===== src/rtl/instruction_decode_unit.sv =====
`timescale 1ns / 1ps
`default_nettype none
// ============================================================================
// Module   : instruction_decode_unit
// Purpose  : RV32I decode stage with a one-entry skid buffer; halts on an
//            illegal word until the downstream stage flushes it.
// Revision : 1.0 - initial release
// ============================================================================
module instruction_decode_unit (
  input  logic        clk,
  input  logic        resetn,
  input  logic [31:0] instruction_in,
  input  logic [31:0] pc_in,
  input  logic        valid_in,
  input  logic        stall_in,
  input  logic        flush_in,
  output logic        ready_out,
  output logic        valid_out,
  output logic [31:0] pc_out,
  output logic [31:0] instr_out,
  output logic [4:0]  rd,
  output logic [4:0]  rs1,
  output logic [4:0]  rs2,
  output logic [31:0] imm,
  output logic [2:0]  funct3,
  output logic [3:0]  alu_op,
  output logic [3:0]  op_class,
  output logic        reg_write,
  output logic        mem_read,
  output logic        mem_write,
  output logic        use_imm,
  output logic        illegal,
  output logic        halted
);

  localparam logic [3:0] C_ALU_ADD   = 4'd0;
  localparam logic [3:0] C_ALU_SUB   = 4'd1;
  localparam logic [3:0] C_ALU_SLL   = 4'd2;
  localparam logic [3:0] C_ALU_SLT   = 4'd3;
  localparam logic [3:0] C_ALU_SLTU  = 4'd4;
  localparam logic [3:0] C_ALU_XOR   = 4'd5;
  localparam logic [3:0] C_ALU_SRL   = 4'd6;
  localparam logic [3:0] C_ALU_SRA   = 4'd7;
  localparam logic [3:0] C_ALU_OR    = 4'd8;
  localparam logic [3:0] C_ALU_AND   = 4'd9;
  localparam logic [3:0] C_ALU_PASSB = 4'd10;

  localparam logic [3:0] C_CLS_NOP     = 4'd0;
  localparam logic [3:0] C_CLS_OP      = 4'd1;
  localparam logic [3:0] C_CLS_OPIMM   = 4'd2;
  localparam logic [3:0] C_CLS_LOAD    = 4'd3;
  localparam logic [3:0] C_CLS_STORE   = 4'd4;
  localparam logic [3:0] C_CLS_BRANCH  = 4'd5;
  localparam logic [3:0] C_CLS_JAL     = 4'd6;
  localparam logic [3:0] C_CLS_JALR    = 4'd7;
  localparam logic [3:0] C_CLS_LUI     = 4'd8;
  localparam logic [3:0] C_CLS_AUIPC   = 4'd9;
  localparam logic [3:0] C_CLS_SYSTEM  = 4'd10;
  localparam logic [3:0] C_CLS_ILLEGAL = 4'd15;

  localparam logic [6:0] C_OPC_OP     = 7'b0110011;
  localparam logic [6:0] C_OPC_OPIMM  = 7'b0010011;
  localparam logic [6:0] C_OPC_LOAD   = 7'b0000011;
  localparam logic [6:0] C_OPC_STORE  = 7'b0100011;
  localparam logic [6:0] C_OPC_BRANCH = 7'b1100011;
  localparam logic [6:0] C_OPC_JAL    = 7'b1101111;
  localparam logic [6:0] C_OPC_JALR   = 7'b1100111;
  localparam logic [6:0] C_OPC_LUI    = 7'b0110111;
  localparam logic [6:0] C_OPC_AUIPC  = 7'b0010111;
  localparam logic [6:0] C_OPC_SYSTEM = 7'b1110011;
  localparam logic [6:0] C_OPC_FENCE  = 7'b0001111;

  localparam logic [31:0] C_ECALL  = 32'h0000_0073;
  localparam logic [31:0] C_EBREAK = 32'h0010_0073;

  typedef enum logic [0:0] {
    ST_RUN    = 1'b0,
    ST_HALTED = 1'b1
  } state_e;

  typedef struct packed {
    logic [31:0] pc;
    logic [31:0] instr;
    logic [4:0]  rd;
    logic [4:0]  rs1;
    logic [4:0]  rs2;
    logic [31:0] imm;
    logic [2:0]  funct3;
    logic [3:0]  alu_op;
    logic [3:0]  op_class;
    logic        reg_write;
    logic        mem_read;
    logic        mem_write;
    logic        use_imm;
    logic        illegal;
  } dec_t;

  state_e      state_q;
  logic        valid_q;
  dec_t        out_q;
  logic        sb_valid_q;
  logic [31:0] sb_instr_q;
  logic [31:0] sb_pc_q;

  logic        w_adv;
  logic [31:0] w_instr;
  logic [31:0] w_pc;
  dec_t        dec_d;

  assign w_adv     = !stall_in || !valid_q;
  assign ready_out = (state_q == ST_RUN) && !sb_valid_q && !stall_in;

  // A held skid entry always takes precedence over the live input.
  assign w_instr = sb_valid_q ? sb_instr_q : instruction_in;
  assign w_pc    = sb_valid_q ? sb_pc_q    : pc_in;

  logic [6:0]  w_opc;
  logic [2:0]  w_f3;
  logic [6:0]  w_f7;
  logic [31:0] w_imm_i;
  logic [31:0] w_imm_s;
  logic [31:0] w_imm_b;
  logic [31:0] w_imm_u;
  logic [31:0] w_imm_j;
  logic [3:0]  w_alu_f3;
  logic        w_bad;
  logic [3:0]  w_cls;
  logic [3:0]  w_alu;
  logic [31:0] w_imm;

  assign w_opc   = w_instr[6:0];
  assign w_f3    = w_instr[14:12];
  assign w_f7    = w_instr[31:25];
  assign w_imm_i = {{20{w_instr[31]}}, w_instr[31:20]};
  assign w_imm_s = {{20{w_instr[31]}}, w_instr[31:25], w_instr[11:7]};
  assign w_imm_b = {{19{w_instr[31]}}, w_instr[31], w_instr[7], w_instr[30:25],
                    w_instr[11:8], 1'b0};
  assign w_imm_u = {w_instr[31:12], 12'b0};
  assign w_imm_j = {{11{w_instr[31]}}, w_instr[31], w_instr[19:12], w_instr[20],
                    w_instr[30:21], 1'b0};

  always_comb begin
    w_alu_f3 = C_ALU_AND;
    case (w_f3)
      3'b000:  w_alu_f3 = C_ALU_ADD;
      3'b001:  w_alu_f3 = C_ALU_SLL;
      3'b010:  w_alu_f3 = C_ALU_SLT;
      3'b011:  w_alu_f3 = C_ALU_SLTU;
      3'b100:  w_alu_f3 = C_ALU_XOR;
      3'b101:  w_alu_f3 = C_ALU_SRL;
      3'b110:  w_alu_f3 = C_ALU_OR;
      default: w_alu_f3 = C_ALU_AND;
    endcase
  end

  always_comb begin
    w_bad = 1'b0;
    w_cls = C_CLS_NOP;
    w_alu = C_ALU_ADD;
    w_imm = 32'd0;
    case (w_opc)
      C_OPC_OP: begin
        w_cls = C_CLS_OP;
        w_alu = w_alu_f3;
        if (w_f7 == 7'h20) begin
          if (w_f3 == 3'b000)      w_alu = C_ALU_SUB;
          else if (w_f3 == 3'b101) w_alu = C_ALU_SRA;
          else                     w_bad = 1'b1;
        end else if (w_f7 != 7'h00) begin
          w_bad = 1'b1;
        end
      end
      C_OPC_OPIMM: begin
        w_cls = C_CLS_OPIMM;
        w_imm = w_imm_i;
        w_alu = w_alu_f3;
        // Only the shift encodings constrain the upper immediate bits.
        if (w_f3 == 3'b001 && w_f7 != 7'h00) w_bad = 1'b1;
        if (w_f3 == 3'b101) begin
          if (w_f7 == 7'h20)      w_alu = C_ALU_SRA;
          else if (w_f7 != 7'h00) w_bad = 1'b1;
        end
      end
      C_OPC_LOAD: begin
        w_cls = C_CLS_LOAD;
        w_imm = w_imm_i;
        w_bad = (w_f3 == 3'b011) || (w_f3[2:1] == 2'b11);
      end
      C_OPC_STORE: begin
        w_cls = C_CLS_STORE;
        w_imm = w_imm_s;
        w_bad = (w_f3 > 3'b010);
      end
      C_OPC_BRANCH: begin
        w_cls = C_CLS_BRANCH;
        w_imm = w_imm_b;
        w_bad = (w_f3[2:1] == 2'b01);
      end
      C_OPC_JAL: begin
        w_cls = C_CLS_JAL;
        w_imm = w_imm_j;
      end
      C_OPC_JALR: begin
        w_cls = C_CLS_JALR;
        w_imm = w_imm_i;
        w_bad = (w_f3 != 3'b000);
      end
      C_OPC_LUI: begin
        w_cls = C_CLS_LUI;
        w_imm = w_imm_u;
        w_alu = C_ALU_PASSB;
      end
      C_OPC_AUIPC: begin
        w_cls = C_CLS_AUIPC;
        w_imm = w_imm_u;
      end
      C_OPC_SYSTEM: begin
        w_cls = C_CLS_SYSTEM;
        w_bad = (w_instr != C_ECALL) && (w_instr != C_EBREAK);
      end
      C_OPC_FENCE: begin
        w_cls = C_CLS_NOP;
      end
      default: w_bad = 1'b1;
    endcase
    if (w_instr[1:0] != 2'b11) w_bad = 1'b1;
  end

  always_comb begin
    dec_d           = '0;
    dec_d.pc        = (w_pc - 32'd1) << 2;
    dec_d.instr     = w_instr;
    dec_d.rd        = w_instr[11:7];
    dec_d.rs1       = w_instr[19:15];
    dec_d.rs2       = w_instr[24:20];
    dec_d.funct3    = w_f3;
    dec_d.illegal   = w_bad;
    if (w_bad) begin
      dec_d.op_class = C_CLS_ILLEGAL;
      dec_d.alu_op   = C_ALU_ADD;
      dec_d.imm      = 32'd0;
    end else begin
      dec_d.op_class  = w_cls;
      dec_d.alu_op    = w_alu;
      dec_d.imm       = w_imm;
      dec_d.use_imm   = (w_cls == C_CLS_OPIMM) || (w_cls == C_CLS_LOAD) ||
                        (w_cls == C_CLS_STORE) || (w_cls == C_CLS_JALR) ||
                        (w_cls == C_CLS_LUI)   || (w_cls == C_CLS_AUIPC);
      dec_d.reg_write = ((w_cls == C_CLS_OP)   || (w_cls == C_CLS_OPIMM) ||
                         (w_cls == C_CLS_LOAD) || (w_cls == C_CLS_JAL)   ||
                         (w_cls == C_CLS_JALR) || (w_cls == C_CLS_LUI)   ||
                         (w_cls == C_CLS_AUIPC)) && (w_instr[11:7] != 5'd0);
      dec_d.mem_read  = (w_cls == C_CLS_LOAD);
      dec_d.mem_write = (w_cls == C_CLS_STORE);
    end
  end

  always_ff @(posedge clk) begin
    if (!resetn) begin
      state_q    <= ST_RUN;
      valid_q    <= 1'b0;
      out_q      <= '0;
      sb_valid_q <= 1'b0;
      sb_instr_q <= 32'd0;
      sb_pc_q    <= 32'd0;
    end else if (flush_in) begin
      state_q    <= ST_RUN;
      valid_q    <= 1'b0;
      sb_valid_q <= 1'b0;
    end else begin
      case (state_q)
        ST_RUN: begin
          if (w_adv) begin
            if (sb_valid_q || valid_in) begin
              valid_q    <= 1'b1;
              out_q      <= dec_d;
              sb_valid_q <= 1'b0;
              if (dec_d.illegal) state_q <= ST_HALTED;
            end else begin
              valid_q <= 1'b0;
            end
          end else if (valid_in && !sb_valid_q) begin
            sb_valid_q <= 1'b1;
            sb_instr_q <= instruction_in;
            sb_pc_q    <= pc_in;
          end
        end
        ST_HALTED: begin
          // The illegal entry stays visible until it is consumed or flushed.
          sb_valid_q <= 1'b0;
          if (w_adv) valid_q <= 1'b0;
        end
        default: state_q <= ST_RUN;
      endcase
    end
  end

  assign valid_out = valid_q;
  assign pc_out    = out_q.pc;
  assign instr_out = out_q.instr;
  assign rd        = out_q.rd;
  assign rs1       = out_q.rs1;
  assign rs2       = out_q.rs2;
  assign imm       = out_q.imm;
  assign funct3    = out_q.funct3;
  assign alu_op    = out_q.alu_op;
  assign op_class  = out_q.op_class;
  assign reg_write = out_q.reg_write;
  assign mem_read  = out_q.mem_read;
  assign mem_write = out_q.mem_write;
  assign use_imm   = out_q.use_imm;
  assign illegal   = out_q.illegal;
  assign halted    = (state_q == ST_HALTED);

endmodule
`default_nettype wire


===== config.mk =====
export PLATFORM = sky130hd
export DESIGN_NAME = instruction_decode_unit
export DESIGN_NICKNAME = d
export VERILOG_FILES = /design/src/rtl/instruction_decode_unit.sv
export SDC_FILE = /design/constraint.sdc
export NUM_CORES = 1
export LEC_CHECK = 0
export CORE_MARGIN = 1
export CORE_UTILIZATION = 45
export CTS_CLUSTER_SIZE = 10
export DETAILED_ROUTE_END_ITERATION = 8
export PLACE_DENSITY_LB_ADDON = 0.08
export SLEW_MARGIN = 15
export SYNTH_ARGS = -nofsm -noshare
export SYNTH_HDL_FRONTEND = slang
export SYNTH_SLANG_ARGS = --single-unit

===== constraint.sdc =====
create_clock -name clk -period 7.25 [get_ports clk]
set_clock_uncertainty 0.1 [all_clocks]
set_input_delay 1.0875 -clock clk [delete_from_list [all_inputs] [get_ports clk]]
set_output_delay 1.0875 -clock clk [all_outputs]
set_load 0.1 [all_outputs]

* Word level (Yosys, flattened, before mapping)
Index checks and enable logic that the tools add are counted.
** Operators by class
- $add $sub $neg :: 1
- Magnitude comparators :: 1
- Equal/unequal tests :: 35
- Muxes and demuxes :: 36
- Bitwise operators :: 4
- Reduce and logical (&&, ||, !) cells :: 35
** Operators with widths (number)
- 32-bit case mux with 5 select lines :: 1
- 32-bit two-way mux :: 2
- 4-bit case mux with 10 select lines :: 1
- 32-bit by 21-bit inequality test with 1-bit output (second input constant) :: 1
- 32-bit by 7-bit inequality test with 1-bit output (second input constant) :: 1
- 30-bit two-way mux :: 1
- 30-bit by 1-bit subtractor with 30-bit output (second input constant) :: 1
- 7-bit by 6-bit equality test with 1-bit output (second input constant) :: 4
- 7-bit equality test (second input constant) :: 4
- 4-bit case mux with 7 select lines :: 1
- 4-bit two-way mux :: 6
- 1-bit two-way mux :: 19
- 7-bit by 5-bit equality test with 1-bit output (second input constant) :: 2
- 1-bit logical OR :: 14
- 4-bit by 3-bit equality test with 1-bit output (second input constant) :: 3
- 4-bit case mux with 3 select lines :: 1
- 3-bit equality test (second input constant) :: 3
- 4-bit by 2-bit equality test with 1-bit output (second input constant) :: 2
- 4-bit equality test (second input constant) :: 2
- 8-bit two-way mux :: 1
- 1-bit case mux with 8 select lines :: 1
- 4-bit AND reduction :: 2
- 7-bit by 2-bit equality test with 1-bit output (second input constant) :: 1
- 7-bit by 4-bit equality test with 1-bit output (second input constant) :: 1
- 21 further kinds :: 37
** Storage, ports and cells
- Bits in registers :: 190
- Input port bits :: 69
- Output and inout port bits :: 130
- Logic and storage cells :: 131

* Logic depth before layout (Yosys ltp)
Gate-level depths: netlist of run 1.
- Depth after elaboration :: 13
- Mapped depth :: 15
- Depth with buffers taken out :: 8

* Least setup slack after synthesis of run 1
OpenSTA, ideal clock, no wires.
- Path type :: register to output
- Start point :: register sb_valid_q
- End point :: output port ready_out
- Arrival time :: 3.431 ns
- Setup slack :: 2.632 ns
- Cell stages (with the launch flop) :: 9
- Cells stage by stage :: dfxtp_1 buf_6 buf_6 buf_6 buf_6 buf_4 buf_2 buf_2 nor3_1
** Between the ends
- Word-level cells in the longest chain between the ends :: 3
** RTL lines
- start, declared :: line 101 : logic sb_valid_q;
- start signal, assigned :: line 263 : sb_valid_q <= 1'b0;
- start signal, assigned :: line 269 : sb_valid_q <= 1'b0;
- start signal, assigned :: line 277 : sb_valid_q <= 1'b0;
- 1-bit logical NOT :: line 111 : assign ready_out = (state_q == ST_RUN) && !sb_valid_q && !stall_in;
- 1-bit logical AND (2 in a row) :: line 111
- end, declared :: line 17 : output logic ready_out,
Every way passes these cells.

* Worst setup path in the final report of run 1
- Start point :: input port instruction_in[31]
- End point :: register out_q, in the netlist alu_op[0]
** Between the ends
- Word-level cells in the longest chain between the ends :: 10
** RTL lines
- start, declared :: line 12 : input logic [31:0] instruction_in,
- 32-bit two-way mux * :: line 114 : assign w_instr = sb_valid_q ? sb_instr_q : instruction_in;
- 7-bit nonzero test :: line 169, 178, 181
- 1-bit logical AND :: line 178 : if (w_f3 == 3'b001 && w_f7 != 7'h00) w_bad = 1'b1;
- 1-bit two-way mux :: line 178
- 1-bit two-way mux :: line 181 : else if (w_f7 != 7'h00) w_bad = 1'b1;
- 1-bit two-way mux :: line 180 : if (w_f7 == 7'h20) w_alu = C_ALU_SRA;
- 1-bit two-way mux :: line 179 : if (w_f3 == 3'b101) begin
- 1-bit case mux with 8 select lines :: line 161 : case (w_opc)
- 1-bit two-way mux :: line 226 : if (w_instr[1:0] != 2'b11) w_bad = 1'b1;
- 8-bit two-way mux * :: line 238 : if (w_bad) begin
- end signal, assigned :: line 262 : out_q <= '0;
- end signal, assigned :: line 276 : out_q <= dec_d;
- end, declared :: line 100 : dec_t out_q;
Every way passes the cells marked *; elsewhere a longest branch is shown, timed or not.
A chain may end at the register's enable or synchronous reset.

==> results of run 1 <==
## registers in the layout, indices dropped and copies added (netlist names)
| signal | flops |
|---|---|
| alu_op | 4 |
| valid_out | 1 |
| mem_read | 1 |
| sb_pc_q | 30 |
| reg_write | 1 |
| illegal | 1 |
| halted | 1 |
| imm | 32 |
| instr_out | 32 |
| use_imm | 1 |
| pc_out | 30 |
| op_class | 4 |
| sb_valid_q | 1 |
| sb_instr_q | 32 |
| mem_write | 1 |
## worst paths after layout
check                     startpoint          to  depth (start not counted)
setup reg to reg          sb_valid_q   alu_op[0]                          8
hold reg to reg           pc_out[27]  pc_out[27]                          2
setup / recovery  instruction_in[31]   alu_op[0]                          8
hold / removal            pc_out[27]  pc_out[27]                          2
## logic make-up after synthesis
group,Yosys count
AO/OA/AOI/OAI,258
XOR/XNOR,23
adder cells (fa/ha/maj),1
buffers and inverters,103
flip-flops,172
multiplexers,73
other,1
AND/OR/NAND/NOR,404
## per-layer routing
| layer | vias up | share of wire | global-route usage | wire length, um |
|---|---|---|---|---|
| met5 | - | 0 | 0 | 0 |
| met4 | 0 | 0.011 | 0.0606 | 269 |
| met3 | 22 | 0.048 | 0.0448 | 1160 |
| met2 | 190 | 0.47 | 0.392 | 11300 |
| met1 | 3651 | 0.47 | 0.338 | 11400 |
| li1 | 3860 | - | - | - |
## layout make-up
class	count	area share
Clock buffer	18	0.0389
Clock inverter	14	0.0135
Inverter	12	0.00408
Multi-Input combinational cell	761	0.423
Sequential cell	172	0.312
Tap cell	234	0.0265
Timing Repair Buffer	203	0.182
## power by group through the flow
stage | clock (mW) | combinational (mW) | sequential, mW
finish | 0.904 | 0.478 | 0.986
global route | 0.960 | 0.500 | 0.989
CTS | 0.919 | 0.479 | 0.987
detailed placement | 0 | 0.477 | 1.01
global placement | 0 | 0.477 | 1.01
floorplan | 0 | 0.180 | 1.17
## stage by stage
stage	hold slack [ns]	utilization	total power [mW]	instance area, um2
2_1_floorplan	0.340	-	1.35	8630
3_3_place_gp	0.336	0.557	1.48	10500
3_5_place_dp	0.344	0.557	1.49	10500
4_1_cts	0.351	0.588	2.38	11000
5_1_grt	0.371	0.588	2.45	11000
6_report	0.348	0.588	2.37	11000
## tightest hold or removal path, stage by stage (launching register included)
cell and delay (ns):
dfxtp_1 0.31, nand2_1 0.05, a21boi_1 0.05
## synthesized netlist by cell type, drive strengths merged, types with 2 or more instances
cell       n  area share
nand2    239        0.10
dfxtp    172        0.40
o21ai     80       0.046
a21boi    74       0.064
clkbuf    51       0.022
mux2i     41       0.052
buf       40       0.033
nor2      38       0.017
a21oi     36       0.021
mux2      32       0.042
nand3     26       0.016
nor3      23       0.014
nor3b     19       0.017
o211a     18       0.021
and2      16       0.012
xnor2     16       0.016
inv       12      0.0052
nor4       8       0.011
a22oi      7      0.0061
xor2       7      0.0071
a31oi      6      0.0044
nand2b     6      0.0044
o211ai     6      0.0052
o221ai     5      0.0051
o31ai      5      0.0049
nand4      4      0.0029
o2111ai    4      0.0061
or2        4      0.0029
or4        4      0.0035
nand4b     3      0.0030
o21a       3      0.0026
a32o       2      0.0023
and4       2      0.0020
nand3b     2      0.0017
nor4b      2      0.0020
o311ai     2      0.0020
==> impl_results.md, run 1 <==
- Cell Chain, Critical Path: clkdlybuf4s50_1 > or4_1 > nor4_2 > o22ai_1 > a311oi_1 > and4_1 > nand3_2 > o31ai_1
- R2R Setup Slk: 3.30 ns
- Status: completed
- 1st-iter DRT viols: 538
- Worst setup margin: 3.04 ns
- Arrival time at the worst endpoint: 4.44 ns
- Yosys reg bits: 172
- Chip width: 140 um
- Worst min path class: flop to flop
- CTS Buffer Depth: 2
- ANT cells: 0
- Crit path time final: 4.21 ns
- Pre-CTS setup slack: 2.66 ns
- Final #Nets: 1237
- Max-cap violation count: 0
- Worst path max stage delay: 0.59 ns
- Count of cell types in the netlist: 73
- H-tree depth: 4
- Final Hold Fails: 0
- Ys Warns: 0
- Largest delay contributor family on the critical path: simple AND/OR/NAND/NOR gates
- Multi-input gate area: 4670 um2
- Async S/R FF share, synth: 0
- Reg clk slew, reported paths: 0.07 ns
- Area Overhead vs Synth: 28.0%
- CTS sink cnt: 172
- Starting Density: 0.460
- TritonCTS Buffers: 17
- Congestion Overflow GR: 0
- WS Path Type: primary input to flop
- Worst rel slew slack: 0.307
- Final setup fails: 0
- Layout Cells excl Fill: 1414
- Fraction of final layout cells sized beyond drive strength 1: 0.0814
- Post-synth EDFFs: 0
- FP Rows: 50
- CP Launch Type: primary input
- Critical Path RT: 7.48 ns
- CP endpoint kind: flop
- Post-CTS sizing: 0
- PortBufs: 194
- Synthesized netlist cell count: 1035
- Multiplexer share of the synthesized area: 0.0936
- Clock tree from TritonCTS: yes
- Via count: 7723
- Post-synthesis xor/xnor area fraction: 0.0234
- Placed instance count: 1382
- WP buf/inv: 1
- Post-DP HPWL: 16.8 mm
- Sequential power share: 0.416
- Sw Share: 0.328
- Synthesized area: 8630 um2
- CTS Root Cell: clkbuf_16
- Slowest CP cell: nand3_2
- Setup_tns: 0 ns
- Share of the yosys chip area belonging to registers: 0.399
- Post-CTS Hold Fix Bufs: 0
- Gate power share: 0.202
- Routed Antenna Nets: 0
- Commonest non-fill, non-tap cell in the layout: nand2_1
- Compound-Gate Fraction of Synth Area: 0.201
- GRT Total Usage: 0.244
- Top Ports: 199
- DR WL/cell: 17.1 um
- Antenna violations before repair: 0
- RSZ-0062 raised after global routing: no
- Fillers: 1778
- VDD IR-drop max: 169 uV
- Critical-path maximum fanout: 32
- Fin. max-slew vios: 0
- Net Sw Power: 0.777 mW
- Core box area: 18800 um2
- Gpl congestion: 0.874
- Final Cycle Share: 0.580
- Syn Area/Cell: 8.33 um2
- Global-route wire length before repair: 38.0 mm
- Vias/cell: 5.46
- Largest net degree at the start of global routing: 82
- Top_reg_cell synth: dfxtp_1
- Power Dens Cells: 215 nW/um2
- Die Y: 140 um
- Die area: 19700 um2
- Skew-Pair Late Insertion Delay: 0.43 ns
- Postcts setup bufs: 0
- Reg area: 3450 um2
- # DRC: 0
- Combinational family with the most area after synthesis: simple AND/OR/NAND/NOR gates
- Synth Area in Adders: 0.00145
- First-pass DRT Iterations: 5
- Synth Area in Simple Gates: 0.220
- Commonest non-fill, non-tap cells in the layout: nand2_1 (238), clkdlybuf4s50_1 (193), dfxtp_1 (171)
- Clock power share: 0.382
- Worst Tran Pin Value: 1.04 ns
- Leak Pwr: 3.77 nW
- Peak Freq: 238 MHz
- Vias in the first global route: 7015
- Detailed Route WL: 24.1 mm
- Pint: 1.59 mW
(Power assumes the default switching activity.)
==> inputs of run 2 (changes only) <==
==> constraint.sdc (replaced) <==
create_clock -name clk -period 3.6 [get_ports clk]
set_clock_uncertainty 0.1 [all_clocks]
set_input_delay 0.54 -clock clk [delete_from_list [all_inputs] [get_ports clk]]
set_output_delay 0.54 -clock clk [all_outputs]
set_load 0.1 [all_outputs]
==> run 2 against run 1 <==
Net effect: critical path type is now flop to flop; global-route usage is 0.58 points higher; die area did not move; non-clock buffer count increased by 25; clock-buffer cell count up 1; largest power group unchanged.
==> impl_results.md, run 2 (synthesis results as in run 1) <==
- Status: completed
- Final setup fails: 0
- CTS Root Cell: clkbuf_16
- CTS Buffer Depth: 2
- Post-CTS sizing: 0
- R2R Setup Slk: 0.41 ns
- Peak Freq: 313 MHz
- Max-cap violation count: 0
- Leak Pwr: 3.93 nW
- # DRC: 0
- Slowest CP cell: dfxtp_4
- Antenna violations before repair: 0
- DR WL/cell: 17.1 um
- FP Rows: 50
- Congestion Overflow GR: 0
- Die Y: 140 um
- Crit path time final: 3.19 ns
- GRT Total Usage: 0.250
- Core box area: 18800 um2
- Clock tree from TritonCTS: yes
- Detailed Route WL: 24.6 mm
- WS Path Type: flop to flop
- RSZ-0062 raised after global routing: no
- Fraction of final layout cells sized beyond drive strength 1: 0.103
- Final Hold Fails: 0
- Starting Density: 0.460
- Setup_tns: 0 ns
- Pre-CTS setup slack: 0.201 ns
- H-tree depth: 4
- Area Overhead vs Synth: 31.1%
- Worst Tran Pin Value: 1.08 ns
- Commonest non-fill, non-tap cells in the layout: nand2_1 (238), clkdlybuf4s50_1 (192), dfxtp_1 (171)
- Reg area: 3450 um2
- Global-route wire length before repair: 38.6 mm
- Largest delay contributor family on the critical path: simple AND/OR/NAND/NOR gates
- Vias/cell: 5.46
- Arrival time at the worst endpoint: 3.45 ns
- Commonest non-fill, non-tap cell in the layout: nand2_1
- Worst rel slew slack: 0.281
- CP Launch Type: flop
- Skew-Pair Late Insertion Delay: 0.43 ns
- Final Cycle Share: 0.886
- Critical-path maximum fanout: 29
- Chip width: 140 um
- Power Dens Cells: 431 nW/um2
- Cell Chain, Critical Path: or4b_1 > nor4_2 > o22ai_1 > a311oi_1 > and4_1 > nand3_2 > buf_4 > o21ai_1
- Worst setup margin: 0.410 ns
- Largest net degree at the start of global routing: 113
- Fillers: 1737
- PortBufs: 194
- Worst path max stage delay: 0.65 ns
- CTS sink cnt: 172
- TritonCTS Buffers: 17
- VDD IR-drop max: 332 uV
- WP buf/inv: 1
- CP endpoint kind: flop
- Final #Nets: 1262
- Fin. max-slew vios: 0
- Routed Antenna Nets: 0
- ANT cells: 0
- Top Ports: 199
- Via count: 7855
- Die area: 19700 um2
- Multi-input gate area: 4670 um2
- Vias in the first global route: 7301
- 1st-iter DRT viols: 493
- Post-CTS Hold Fix Bufs: 0
- Critical Path RT: 3.86 ns
- Gpl congestion: 0.925
- First-pass DRT Iterations: 5
- Post-DP HPWL: 17.6 mm
- Reg clk slew, reported paths: 0.07 ns
- Worst min path class: flop to flop
- Postcts setup bufs: 0
-- run 2: changes by cell type in the layout (fill, tap and decap cells not counted), sizes merged --
cell           before  now
clkinvlp            2    1
bufinv              1    2
clkbuf             18   19
clkdlybuf4s50     193  192
buf                10   36
clkinv              3    4
inv                20   18
-- run 2: worst register-to-register path, delay by kind of cell (launching register included) --
family                 cells  cell delay (ns)
AND/OR/NAND/NOR            4             1.45
flip-flops                 1             0.65
AO/OA/AOI/OAI              3             0.62
buffers and inverters      1             0.31
-- run 2: area by class of cell --
| cell class | count | share of cell area |
|---|---|---|
| multi-input cells | 761 | 0.413 |
| repair buffers | 228 | 0.198 |
| inverters | 12 | 0.00398 |
| clock inverters | 13 | 0.0136 |
| well taps | 234 | 0.0259 |
| flip-flops and latches | 172 | 0.305 |
| clock buffers | 19 | 0.0401 |
-- run 2: path summary, 6_finish.rpt --
| path | from | cells after the start | to |
|---|---|---|---|
| worst min register to register | imm[21] | 2 | imm[21] |
| worst max register to register | sb_valid_q | 8 | imm[29] |
| worst min-delay path | imm[21] | 2 | imm[21] |
| worst max-delay path | sb_valid_q | 8 | imm[29] |
-- run 2: report_power, final --
part / internal [mW] / switching (mW)
Sequential: 1.95 / 0.0326
Clock: 1.08 / 0.827
Combinational: 0.286 / 0.698
Total: 3.32 / 1.56
-- run 2: per-stage QoR --
stage / power [mW] / cells / cell area [um2] / util / hold WS, ns
3_5_place_dp: 3.01 / 1407 / 10700 / 0.570 / 0.342
6_report: 4.88 / 1439 / 11300 / 0.602 / 0.350
3_3_place_gp: 3.01 / 1407 / 10700 / 0.570 / 0.338
5_1_grt: 5.04 / 1439 / 11300 / 0.602 / 0.368
2_1_floorplan: 2.73 / 1036 / 8630 / - / 0.340
4_1_cts: 4.90 / 1439 / 11300 / 0.602 / 0.352
-- run 2: metal layers --
metal	routed length [um]	global-route usage	share of wire
met2	11800	0.422	0.48
met1	11100	0.320	0.45
met4	429	0.0910	0.017
met5	0	0	0
met3	1230	0.0434	0.050
